`config.mk`:
```
export PLATFORM = sky130hd
export DESIGN_NAME = signed_subtractor_pipe_flat
export DESIGN_NICKNAME = d
export VERILOG_FILES = /design/src/rtl/signed_subtractor_pipe_if.sv /design/src/rtl/signed_subtractor_pipe.sv /design/src/flat_wrapper.sv
export SDC_FILE = /design/constraint.sdc
export NUM_CORES = 1
export LEC_CHECK = 0
export ABC_AREA = 1
export BUFFER_PORTS_ARGS = -buffer_cell sky130_fd_sc_hd__buf_2
export CELL_PAD_IN_SITES_DETAIL_PLACEMENT = 1
export CELL_PAD_IN_SITES_GLOBAL_PLACEMENT = 1
export CORE_ASPECT_RATIO = 0.7
export CORE_MARGIN = 3
export CORE_UTILIZATION = 25
export CTS_CLUSTER_DIAMETER = 50
export DETAILED_ROUTE_END_ITERATION = 10
export GPL_TIMING_DRIVEN = 0
export PLACE_DENSITY_LB_ADDON = 0.3
export SLEW_MARGIN = 5
export SYNTH_ARGS = -nofsm -noshare
export SYNTH_HDL_FRONTEND = slang
export SYNTH_SLANG_ARGS = --single-unit
export TNS_END_PERCENT = 30
```
`constraint.sdc`:
```
create_clock -name clk -period 1.1 [get_ports clk]
set_clock_uncertainty 0.05 [all_clocks]
set_input_delay 0.275 -clock clk [delete_from_list [all_inputs] [get_ports clk]]
set_output_delay 0.275 -clock clk [all_outputs]
set_load 0.02 [all_outputs]
```
`src/rtl/signed_subtractor_pipe_if.sv`:
```
// ----------------------------------------------------------------------------
// signed_subtractor_pipe_if
// Purpose : groups the input handshake, output handshake and overflow status
//           of signed_subtractor_pipe into one bundle.
// Signals : in_valid/in_ready/a/b      - operand channel (producer -> block)
//           out_valid/out_ready/out/ovf - result channel (block -> consumer)
//           ovf_sticky/ovf_clear        - sticky overflow flag and its clear
// Modports: slave  - the subtractor block
//           master - the environment driving operands and consuming results
// ----------------------------------------------------------------------------
interface signed_subtractor_pipe_if #(
  parameter int IN1_WIDTH = 8,
  parameter int IN2_WIDTH = 8,
  parameter int OUT_WIDTH = 8
);
  logic                        in_valid;
  logic                        in_ready;
  logic signed [IN1_WIDTH-1:0] a;
  logic signed [IN2_WIDTH-1:0] b;
  logic                        out_valid;
  logic                        out_ready;
  logic signed [OUT_WIDTH-1:0] out;
  logic                        ovf;
  logic                        ovf_sticky;
  logic                        ovf_clear;

  modport slave (
    input  in_valid, a, b, out_ready, ovf_clear,
    output in_ready, out_valid, out, ovf, ovf_sticky
  );

  modport master (
    output in_valid, a, b, out_ready, ovf_clear,
    input  in_ready, out_valid, out, ovf, ovf_sticky
  );
endinterface

```
`src/rtl/signed_subtractor_pipe.sv`:
```
// ----------------------------------------------------------------------------
// signed_subtractor_pipe
// Purpose : two-stage pipelined signed subtractor out = a - b with valid/ready
//           flow control on both sides and overflow reporting when the exact
//           difference does not fit OUT_WIDTH.
//           Stage 1 holds the exact difference (max(IN1,IN2)+1 bits).
//           Stage 2 holds the narrowed result and its overflow flag.
// Ports   : clk    - single clock, rising edge
//           resetn - asynchronous active-low reset
//           bus    - signed_subtractor_pipe_if.slave (operands, result,
//                    overflow flag, sticky overflow and its clear)
// Build   : define SIGNED_SUB_SAT_EN to saturate overflowing results;
//           otherwise the result wraps (low OUT_WIDTH bits). The ovf flag
//           behaves the same in both builds.
// ----------------------------------------------------------------------------
module signed_subtractor_pipe #(
  parameter int IN1_WIDTH = 8,
  parameter int IN2_WIDTH = 8,
  parameter int OUT_WIDTH = 8
) (
  input  logic                     clk,
  input  logic                     resetn,
  signed_subtractor_pipe_if.slave  bus
);

  localparam int W = ((IN1_WIDTH > IN2_WIDTH) ? IN1_WIDTH : IN2_WIDTH) + 1;

  if (OUT_WIDTH < 2 || IN1_WIDTH < 1 || IN2_WIDTH < 1) begin : g_param_err
    $error("signed_subtractor_pipe: need OUT_WIDTH >= 2, IN1_WIDTH >= 1, IN2_WIDTH >= 1");
  end

  logic                        r_s1_valid;
  logic signed [W-1:0]         r_s1_d;
  logic                        r_s2_valid;
  logic signed [OUT_WIDTH-1:0] r_out;
  logic                        r_ovf;
  logic                        r_ovf_sticky;

  logic signed [W-1:0]         w_a_ext;
  logic signed [W-1:0]         w_b_ext;
  logic signed [W-1:0]         w_diff;
  logic signed [OUT_WIDTH-1:0] w_narrow;
  logic                        w_ovf;
  logic                        w_s2_load;
  logic                        w_s1_adv;
  logic                        w_in_xfer;
  logic                        w_out_xfer;

  // W is one bit wider than the widest operand, so the difference is exact.
  assign w_a_ext = {{(W-IN1_WIDTH){bus.a[IN1_WIDTH-1]}}, bus.a};
  assign w_b_ext = {{(W-IN2_WIDTH){bus.b[IN2_WIDTH-1]}}, bus.b};
  assign w_diff  = w_a_ext - w_b_ext;

  // Handshake: stage 2 accepts when empty or draining; stage 1 moves only
  // when it has something and stage 2 takes it. in_ready therefore depends
  // combinationally on out_ready.
  assign w_s2_load  = !r_s2_valid || bus.out_ready;
  assign w_s1_adv   = r_s1_valid && w_s2_load;
  assign bus.in_ready = !r_s1_valid || w_s1_adv;
  assign w_in_xfer  = bus.in_valid && bus.in_ready;
  assign w_out_xfer = r_s2_valid && bus.out_ready;

  if (OUT_WIDTH >= W) begin : g_wide
    // Result always fits: plain sign extension, no overflow possible.
    assign w_ovf    = 1'b0;
    assign w_narrow = OUT_WIDTH'(r_s1_d);
  end else begin : g_narrow
    // Fits iff all bits from the output sign bit upward are identical.
    logic [W-OUT_WIDTH:0] w_top;
    assign w_top = r_s1_d[W-1:OUT_WIDTH-1];
    assign w_ovf = !((&w_top) || !(|w_top));
`ifdef SIGNED_SUB_SAT_EN
    localparam logic [OUT_WIDTH-1:0] OUT_MAX = {1'b0, {(OUT_WIDTH-1){1'b1}}};
    localparam logic [OUT_WIDTH-1:0] OUT_MIN = {1'b1, {(OUT_WIDTH-1){1'b0}}};
    assign w_narrow = w_ovf ? (r_s1_d[W-1] ? OUT_MIN : OUT_MAX)
                            : r_s1_d[OUT_WIDTH-1:0];
`else
    assign w_narrow = r_s1_d[OUT_WIDTH-1:0];
`endif
  end

  always_ff @(posedge clk or negedge resetn) begin
    if (!resetn) begin
      r_s1_valid <= 1'b0;
      r_s1_d     <= '0;
    end else if (w_in_xfer) begin
      r_s1_valid <= 1'b1;
      r_s1_d     <= w_diff;
    end else if (w_s1_adv) begin
      r_s1_valid <= 1'b0;
    end
  end

  // When stage 2 loads from an empty stage 1 only the valid bit drops;
  // out/ovf keep their old values since they are qualified by out_valid.
  always_ff @(posedge clk or negedge resetn) begin
    if (!resetn) begin
      r_s2_valid <= 1'b0;
      r_out      <= '0;
      r_ovf      <= 1'b0;
    end else if (w_s2_load) begin
      r_s2_valid <= r_s1_valid;
      if (r_s1_valid) begin
        r_out <= w_narrow;
        r_ovf <= w_ovf;
      end
    end
  end

  // Setting wins over a simultaneous clear so no overflow event is lost.
  always_ff @(posedge clk or negedge resetn) begin
    if (!resetn) begin
      r_ovf_sticky <= 1'b0;
    end else if (w_out_xfer && r_ovf) begin
      r_ovf_sticky <= 1'b1;
    end else if (bus.ovf_clear) begin
      r_ovf_sticky <= 1'b0;
    end
  end

  assign bus.out_valid  = r_s2_valid;
  assign bus.out        = r_out;
  assign bus.ovf        = r_ovf;
  assign bus.ovf_sticky = r_ovf_sticky;

endmodule

```
`src/flat_wrapper.sv`:
```
// flat-port wrapper written by rule: the top's interface ports become plain ports
module signed_subtractor_pipe_flat 
#(
  parameter int IN1_WIDTH = 8,
  parameter int IN2_WIDTH = 8,
  parameter int OUT_WIDTH = 8
)
  (clk, resetn, bus_in_valid, bus_a, bus_b, bus_out_ready, bus_ovf_clear, bus_in_ready, bus_out_valid, bus_out, bus_ovf, bus_ovf_sticky);
  signed_subtractor_pipe_if #(.IN1_WIDTH(IN1_WIDTH), .IN2_WIDTH(IN2_WIDTH), .OUT_WIDTH(OUT_WIDTH)) bus_i ();
  input  logic clk;
  input  logic resetn;
  input wire logic [$bits(bus_i.in_valid)-1:0] bus_in_valid;
  input wire logic [$bits(bus_i.a)-1:0] bus_a;
  input wire logic [$bits(bus_i.b)-1:0] bus_b;
  input wire logic [$bits(bus_i.out_ready)-1:0] bus_out_ready;
  input wire logic [$bits(bus_i.ovf_clear)-1:0] bus_ovf_clear;
  output wire logic [$bits(bus_i.in_ready)-1:0] bus_in_ready;
  output wire logic [$bits(bus_i.out_valid)-1:0] bus_out_valid;
  output wire logic [$bits(bus_i.out)-1:0] bus_out;
  output wire logic [$bits(bus_i.ovf)-1:0] bus_ovf;
  output wire logic [$bits(bus_i.ovf_sticky)-1:0] bus_ovf_sticky;
  assign bus_i.in_valid = bus_in_valid;
  assign bus_i.a = bus_a;
  assign bus_i.b = bus_b;
  assign bus_i.out_ready = bus_out_ready;
  assign bus_i.ovf_clear = bus_ovf_clear;
  assign bus_in_ready = bus_i.in_ready;
  assign bus_out_valid = bus_i.out_valid;
  assign bus_out = bus_i.out;
  assign bus_ovf = bus_i.ovf;
  assign bus_ovf_sticky = bus_i.ovf_sticky;
  signed_subtractor_pipe #(.IN1_WIDTH(IN1_WIDTH), .IN2_WIDTH(IN2_WIDTH), .OUT_WIDTH(OUT_WIDTH)) u_core (.clk(clk), .resetn(resetn), .bus(bus_i));
endmodule
```
# ---- After elaboration in Yosys (flattened, before gate mapping)
# Index checks and enable logic that the tools add are counted.
dict set report totals {
  regBits 21
  inputBits 21
}
dict set report op_classes {
  addsub 1
  mux 4
  reduce_logical 16
}
# op count
set op_table {}
lappend op_table {{$sub 8x8->9} 1}
lappend op_table {{$logic_and 1x1->1} 4}
lappend op_table {{$logic_not 1->1} 4}
lappend op_table {{$mux 1} 4}
lappend op_table {{$reduce_and 2->1} 2}
lappend op_table {{$reduce_bool 2->1} 2}
lappend op_table {{$logic_or 1x1->1} 3}
lappend op_table {{$reduce_or 2->1} 1}

# ---- Logic depth before layout (Yosys ltp)
# Gate-level depths: netlist (run 1).
dict set report depth {
  word_depth 6
  mapped_depth 11
  ltp_nobuf 11
}

# ---- Least setup slack after synthesis (run 1)
# Ideal clock, no wire load.
dict set report synth_timing {
  path_kind {input to register}
  from {input bus_a[0]}
  to {register u_core.r_s1_d[8]}
  setup_time_ns 0.117
  arrival_ns 1.340
  slack_ns -0.407
  cell_stages 11
  path_buffers 0
  cell_sequence {inv_1 > ha_1 > fa_1 > inv_1 > nand2_1 > nand2_1 > nand3_1 > nand2_1 > nand2_1 > nand3_1 > nand2_1}
}
dict set report synth_via {
  elab_chain_cells 1
}
# item line_no
set synth_lines {}
lappend synth_lines {{start, declared} flat_wrapper.sv:13} ;# input wire logic [$bits(bus_i.a)-1:0] bus_a;
lappend synth_lines {{$sub 8x8->9} signed_subtractor_pipe.sv:52} ;# assign w_diff = w_a_ext - w_b_ext;
lappend synth_lines {{end signal, assigned} signed_subtractor_pipe.sv:88} ;# r_s1_d <= w_diff;
lappend synth_lines {{end, declared} signed_subtractor_pipe.sv:33} ;# logic signed [W-1:0] r_s1_d;
# No other way between the ends.
# A chain may end at the register's enable or synchronous reset.

# ---- Worst setup path in the final report (run 1)
dict set report layout_timing {
  from {input bus_a[0]}
  to {register u_core.r_s1_d[6]}
}
# The elaborated chain is that of the path after synthesis.

==> key figures, run 1 <==
Critical path
  – Levels on crit path: 12
  – Reg2reg setup slack: -0.09 ns
  – Highest-delay cell along the critical path: fa_2
  – Crit. Startpoint: bus_a[0]
  – Crit path capture: u_core.r_s1_d[6]
  – Worst Setup Start Kind: primary input
  – Worst Path Required: 1.21 ns
  – Most Frequent Cell on Critical Path: nand2_1
  – Crit path DAT: 1.41 ns
  – Slowest stage delay, CP: 0.33 ns
  – Worst r2r dst: u_core.r_s1_d[1]
  – Setup crit end kind: flop
  – Crit-path cells: buf_8, inv_8, ha_4, fa_2, inv_2, nand2_4, nand2_4, nand3b_1, nand2_1, nand2_1, nand3_1, nand2_1
  – WP buf/inv: 3
  – CP max FO: 3
  – Worst r2r src: u_core.bus.out_valid
  – Crit path max-delay family: adder cells
  – Reg2Reg Depth: 6
  – WS Path Type: in2reg

Die
  – Core Rows: 20
  – Core area: 4500 um2
  – Num ports: 33
  – Die area: 5760 um2
  – Die X: 89.4 um
  – Initial core utilization: 27.0%
  – Die span in y: 64.4 um

Routing
  – Routed length per instance: 11.6 um
  – Remaining DRCs: 0
  – Routed Antenna Nets: 0
  – Vias: 1184
  – Final WL: 3090 um
  – Drt initial violations: 35
  – TritonRoute pass-1 iters: 4
  – Via/cell ratio: 4.45

Final layout
  – Reg area: 526 um2
  – Commonest non-fill, non-tap cell in the layout: nand2_1
  – Final net count: 242
  – Final std cells w/o fill: 266
  – Area of the multi-input gates: 717 um2
  – Filler instances: 555
  – Layout cells sized above 1: 37.9%
  – Layout area overhead: 50.6%
  – Most frequent cells in the layout: 53 x nand2_1, 26 x buf_2, 24 x inv_1
  – Ant. Diodes: 0

GRT
  – GRT overflow: 0
  – Total Routing Usage GR: 11.1%
  – Initial antenna violation count: 0
  – Pin count of the biggest net entering global routing: 22
  – Vias in the first global route: 1134
  – First-pass GRT wire length: 4950 um

Power and ir drop
  – Pwr dens: 1500 nW/um2
  – P_leak: 0.981 nW
  – Maximum vdd drop: 0.414 mV

STA
  – Worst Hold Slack: 0.155 ns
  – Setup_tns: -1.60 ns
  – Slew HR: 67.9%
  – Maximum clock frequency: 0.769 GHz
  – Final hold viol count: 0
  – Post-route minimum period: 1.30 ns
  – Unrepaired setup endpoints after global routing: true
  – Final Max Slew Viols: 0
  – Period utilization: 118%
  – PnR worst setup slack: -0.200 ns
  – Slew @ Worst Pin: 0.482 ns
  – # setup viols final: 22

Placement
  – Dpl cells: 246
  – Gpl congestion: 0.706
  – Final HPWL DP: 2290 um
  – Port Buf Inserts: 32
  – Placement Setup Slack: -0.586 ns

Yosys
  – Avg Inst Size Synth: 7.66 um2
  – Sequential share of the synthesized area: 43.2%
  – Cell variety after synth: 20
  – Synthesized Nets: 189
  – Synth Instances: 159
  – Synthesized cell area: 1220 um2
  – Syn. warnings: 0
  – Yosys reg bits: 21

Clocking
  – Worst skew pair latency: 0.26 ns
  – CTS Buf Count: 3
  – Clock transition at path regs: 0.08 ns
  – H-tree depth: 1
  – CTS max path bufs: 2
  – CTS root buf: clkbuf_8
  – CTS tree: done
  – Clock Sinks: 21

Job
  – Max_cap viols: 0

Outcome
  – Status: finished, violations left
  – Failing checks: setup timing

Hold path
  – Hold Crit Class: in2reg
how the worst min path moves through the flow:
stage	slack [ns]	depth (start not counted)	start	endpoint
detailed placement	0.21	1	resetn	u_core.bus.out[6]
global route	0.16	2	bus_ovf_clear	u_core.bus.ovf_sticky
CTS	0.15	2	bus_ovf_clear	u_core.bus.ovf_sticky
finish	0.16	2	bus_ovf_clear	u_core.bus.ovf_sticky
floorplan	-0.07	0	resetn	u_core.bus.out[0]
global placement	0.21	1	resetn	u_core.bus.out[6]
state kept, by name, summed over array words and instances, names as in the netlist:
name	flops
u_core.r_s1_d	9
u_core.bus.out	8
u_core.bus.out_valid	1
u_core.bus.ovf	1
u_core.bus.ovf_sticky	1
u_core.r_s1_valid	1
metrics by stage:
stage / utilization [%] / total power, W / area, um2
2_1_floorplan: - / 0.00170 / 1250
3_3_place_gp: 32.8 / 0.00200 / 1480
3_5_place_dp: 32.8 / 0.00203 / 1480
4_1_cts: 38.5 / 0.00269 / 1740
5_1_grt: 40.7 / 0.00297 / 1830
6_report: 40.7 / 0.00276 / 1830
power breakdown:
part	leakage [nW]	internal (W)	total, W	switching [W]
Clock	0.0228	0.000258	0.000515	0.000257
Sequential	0.257	0.000980	0.00111	0.000130
Combinational	0.701	0.000492	0.00113	0.000638
synth_stat cells, drive strengths merged:
cell type | number | area (um2)
o22ai | 2 | 12.5
nand3b | 2 | 15.0
o21ai | 8 | 40.0
a21oi | 4 | 20.0
inv | 29 | 114
fa | 1 | 20.0
nand3 | 15 | 80.1
ha | 8 | 100
xnor2 | 1 | 8.76
nand2 | 60 | 235
buf | 1 | 7.51
or2 | 3 | 23.8
dfrtp | 21 | 526
nor2 | 4 | 15.0
metal layers:
metal | track usage [%] | vias to the layer above | wire length [um]
li1 | - | 599 | -
met1 | 14.5 | 562 | 1460
met2 | 17.8 | 19 | 1490
met3 | 3.99 | 4 | 120
met4 | 1.67 | 0 | 15
met5 | 0 | - | 0
worst register-to-register path: stages, from the launching register on:
cell	delay, ns
dfrtp_1	0.43
nand3_2	0.12
buf_6	0.14
nand2_8	0.09
buf_12	0.14
nand2_1	0.04
o21ai_0	0.07
what timing repair did:
action	CTS	global route
buffers inserted	9	5
hold buffers	1	0
gates resized for setup	21	15
cloned	1	1
pin swaps	15	11
setup endpoints to repair	23	26
endpoints found under the hold margin	21	0
cells by family (layout without fill, tap and decap cells):
kind of cell / after synthesis / after routing / share of synthesized area (%)
AND/OR/NAND/NOR: 84 / 85 / 30.3
XOR/XNOR: 1 / 1 / 0.720
flip-flops: 21 / 21 / 43.2
adder cells (fa/ha/maj): 9 / 9 / 9.87
buffers and inverters: 30 / 81 / 9.97
AO/OA/AOI/OAI: 14 / 14 / 5.96
area by class of cell:
type / count / area share, %
multi-input combinational: 109 / 39.1
sequential: 21 / 28.7
timing repair buffer: 46 / 17.7
inverter: 29 / 7.03
tap: 55 / 3.75
clock buffer: 4 / 2.46
buffer: 1 / 0.614
timing repair inverter: 1 / 0.614
(Power assumes the default switching activity.)
==> run 2: changes to the inputs <==
TNS_END_PERCENT = 100   (was 30)
==> run 2 against run 1 <==
Compared with the run above:
- the flow still finishes with violations (setup timing)
- cell count increased by 3.4%
- critical endpoint unchanged
- clock-buffer cell count unchanged
- clock power down 1%
- global-route usage increased by 1.7 points
==> key figures, run 2 (same netlist as run 1, synthesis figures left out) <==
STA
  – Final hold viol count: 0 (unchanged)
  – PnR worst setup slack: -0.188 ns (+0.0117 ns)
  – Worst Hold Slack: 0.141 ns (-0.0144 ns)
  – Post-route minimum period: 1.29 ns (-0.0117 ns)
  – Final Max Slew Viols: 0 (unchanged)
  – Maximum clock frequency: 0.776 GHz (+0.91%)
  – # setup viols final: 26 (+18%)
  – Unrepaired setup endpoints after global routing: true
  – Period utilization: 117% (-1.1 points)
  – Slew @ Worst Pin: 0.484 ns (+0.00209 ns)
  – Slew HR: 67.7% (-0.14 points)

GRT
  – First-pass GRT wire length: 5770 um (+16%)
  – Vias in the first global route: 1278 (+13%)
  – Grt peak-use layer: met2
  – M3 GR Usage: 3.35% (-0.64 points)
  – Total Routing Usage GR: 12.8% (+1.7 points)
  – Pin count of the biggest net entering global routing: 22 (unchanged)
  – Initial antenna violation count: 0 (unchanged)
  – GRT overflow: 0 (unchanged)
  – Met1 usage in global routing: 15.9% (+1.4 points)
  – Global Route met2 Usage: 22.6% (+4.8 points)

Clocking
  – Clock transition at path regs: 0.08 ns (about the same)
  – CTS max path bufs: 2 (unchanged)
  – H-tree depth: 1 (unchanged)
  – CTS tree: done
  – Worst skew pair latency: 0.26 ns (about the same)
  – Clock Sinks: 21 (unchanged)
  – CTS Buf Count: 3 (unchanged)
  – CTS root buf: clkbuf_8

Placement
  – Port Buf Inserts: 32 (unchanged)
  – Gpl congestion: 0.731 (+3.5%)
  – Final HPWL DP: 2250 um (-1.5%)
  – Dpl cells: 246 (unchanged)

Die
  – Die span in y: 64.4 um (unchanged)
  – Die area: 5760 um2 (unchanged)
  – Core area: 4500 um2 (unchanged)
  – Die X: 89.4 um (unchanged)
  – Num ports: 33 (unchanged)
  – Core Rows: 20 (unchanged)
  – Initial core utilization: 27.0% (unchanged)

Critical path
  – Setup crit end kind: flop
  – Worst Setup Start Kind: primary input
  – Crit path DAT: 1.40 ns (about the same)
  – Worst Path Required: 1.21 ns (about the same)
  – WS Path Type: in2reg
  – CP max FO: 3 (unchanged)

Routing
  – Routed Antenna Nets: 0 (unchanged)
  – TritonRoute pass-1 iters: 3 (-1)
  – Routed length per instance: 12.5 um (+7.6%)
  – Remaining DRCs: 0 (unchanged)
  – Drt initial violations: 32 (-8.6%)
  – Final WL: 3440 um (+11%)
  – Vias: 1213 (+2.4%)
  – Via/cell ratio: 4.41 (-0.90%)

Final layout
  – Area of the multi-input gates: 826 um2 (+15%)
  – Largest register FFs: 9 (unchanged)
  – Most frequent cells in the layout: 41 x nand2_1, 20 x inv_1, 20 x dfrtp_1
  – Commonest non-fill, non-tap cell in the layout: nand2_1
  – Layout area overhead: 71.2%
  – Layout cells sized above 1: 51.8% (+14 points)
  – Largest register by flop count: u_core.r_s1_d
  – Final net count: 251 (+3.7%)
  – Final std cells w/o fill: 275 (+3.4%)
  – Ant. Diodes: 0 (unchanged)
  – Filler instances: 535 (-3.6%)
  – Reg area: 527 um2 (+0.24%)

Power and ir drop
  – Maximum vdd drop: 0.477 mV (+15%)
  – P_leak: 1.07 nW (+9.0%)
  – Pwr dens: 1550 nW/um2 (+3.0%)

Outcome
  – Status: finished, violations left
  – Failing checks: setup timing

Job
  – Max_cap viols: 0 (unchanged)

Hold path
  – Hold Crit Class: in2reg
## run 2: cell types whose count changed in the layout (fill, tap and decap cells not counted), moves of 2 or more
cell,delta
nand3_2,+3
nand2_4,+3
nand2_1,-12
nand3_1,-4
buf_4,+8
a21oi_1,-2
o21ai_0,-2
buf_2,-10
a21oi_2,+2
nand2_2,+8
inv_2,+3
buf_6,+11
inv_1,-4
## run 2: what timing repair did
action,4_1_cts,5_1_grt
setup endpoints to repair,22,29
hold buffers,1,0
pin swaps,22,18
gates cloned,2,1
resized for setup,57,20
hold endpoints to repair,21,0
setup buffers,14,7
## run 2: stage by stage
stage / util (%) / area [um2] / setup TNS, ns / power, W / setup slack (ns)
6_report: 46.3 / 2080 / -1.41 / 0.00323 / -0.188
5_1_grt: 46.3 / 2080 / -2.63 / 0.00347 / -0.306
4_1_cts: 43.3 / 1950 / -1.25 / 0.00309 / -0.211
3_5_place_dp: 35.3 / 1590 / -3.21 / 0.00209 / -0.583
3_3_place_gp: 35.3 / 1590 / -3.06 / 0.00207 / -0.548
2_1_floorplan: - / 1360 / -1.07 / 0.00175 / -0.298
## run 2: final cells by class
| cell class | count | share of cell area [%] |
|---|---|---|
| Multi-Input combinational cell | 109 | 39.6 |
| Timing Repair Buffer | 55 | 21.8 |
| Tap cell | 55 | 3.30 |
| Buffer | 1 | 0.540 |
| Clock buffer | 4 | 2.16 |
| Timing Repair inverter | 1 | 0.540 |
| Sequential cell | 21 | 25.3 |
| Inverter | 29 | 6.78 |
## run 2: report_power, final
part	switching [W]	internal (W)	total (W)	leakage, nW
clock	0.000250	0.000258	0.000508	0.0228
combinational	0.000767	0.000814	0.00158	0.790
sequential	0.000157	0.000983	0.00114	0.256
## run 2: critical path, stage by stage
cell	delay (ns)
buf_8	0.08
inv_8	0.02
ha_4	0.14
fa_2	0.33
inv_2	0.07
nand2_2	0.06
nand2_4	0.07
nand3b_1	0.11
nand2_1	0.08
nand2_1	0.05
nand3_2	0.05
nand2_1	0.04
## run 2: final timing paths
check	from	endpoint	slack [ns]	cells past startpoint
max	bus_a[0]	u_core.r_s1_d[6]	-0.19	12
min	bus_ovf_clear	u_core.bus.ovf_sticky	0.14	2
max reg2reg	u_core.r_s1_valid	u_core.r_s1_d[8]	-0.05	6
min reg2reg	u_core.r_s1_d[1]	u_core.bus.out[1]	0.44	2
max in group asynchronous	resetn	u_core.bus.out_valid	0.20	2
min in group asynchronous	resetn	u_core.r_s1_d[6]	0.45	2
## run 2: per-layer routing
layer / up-vias / wire length, um
met5: - / 0
met4: 0 / 11
met3: 3 / 118
met2: 16 / 1780
met1: 577 / 1540
li1: 617 / -
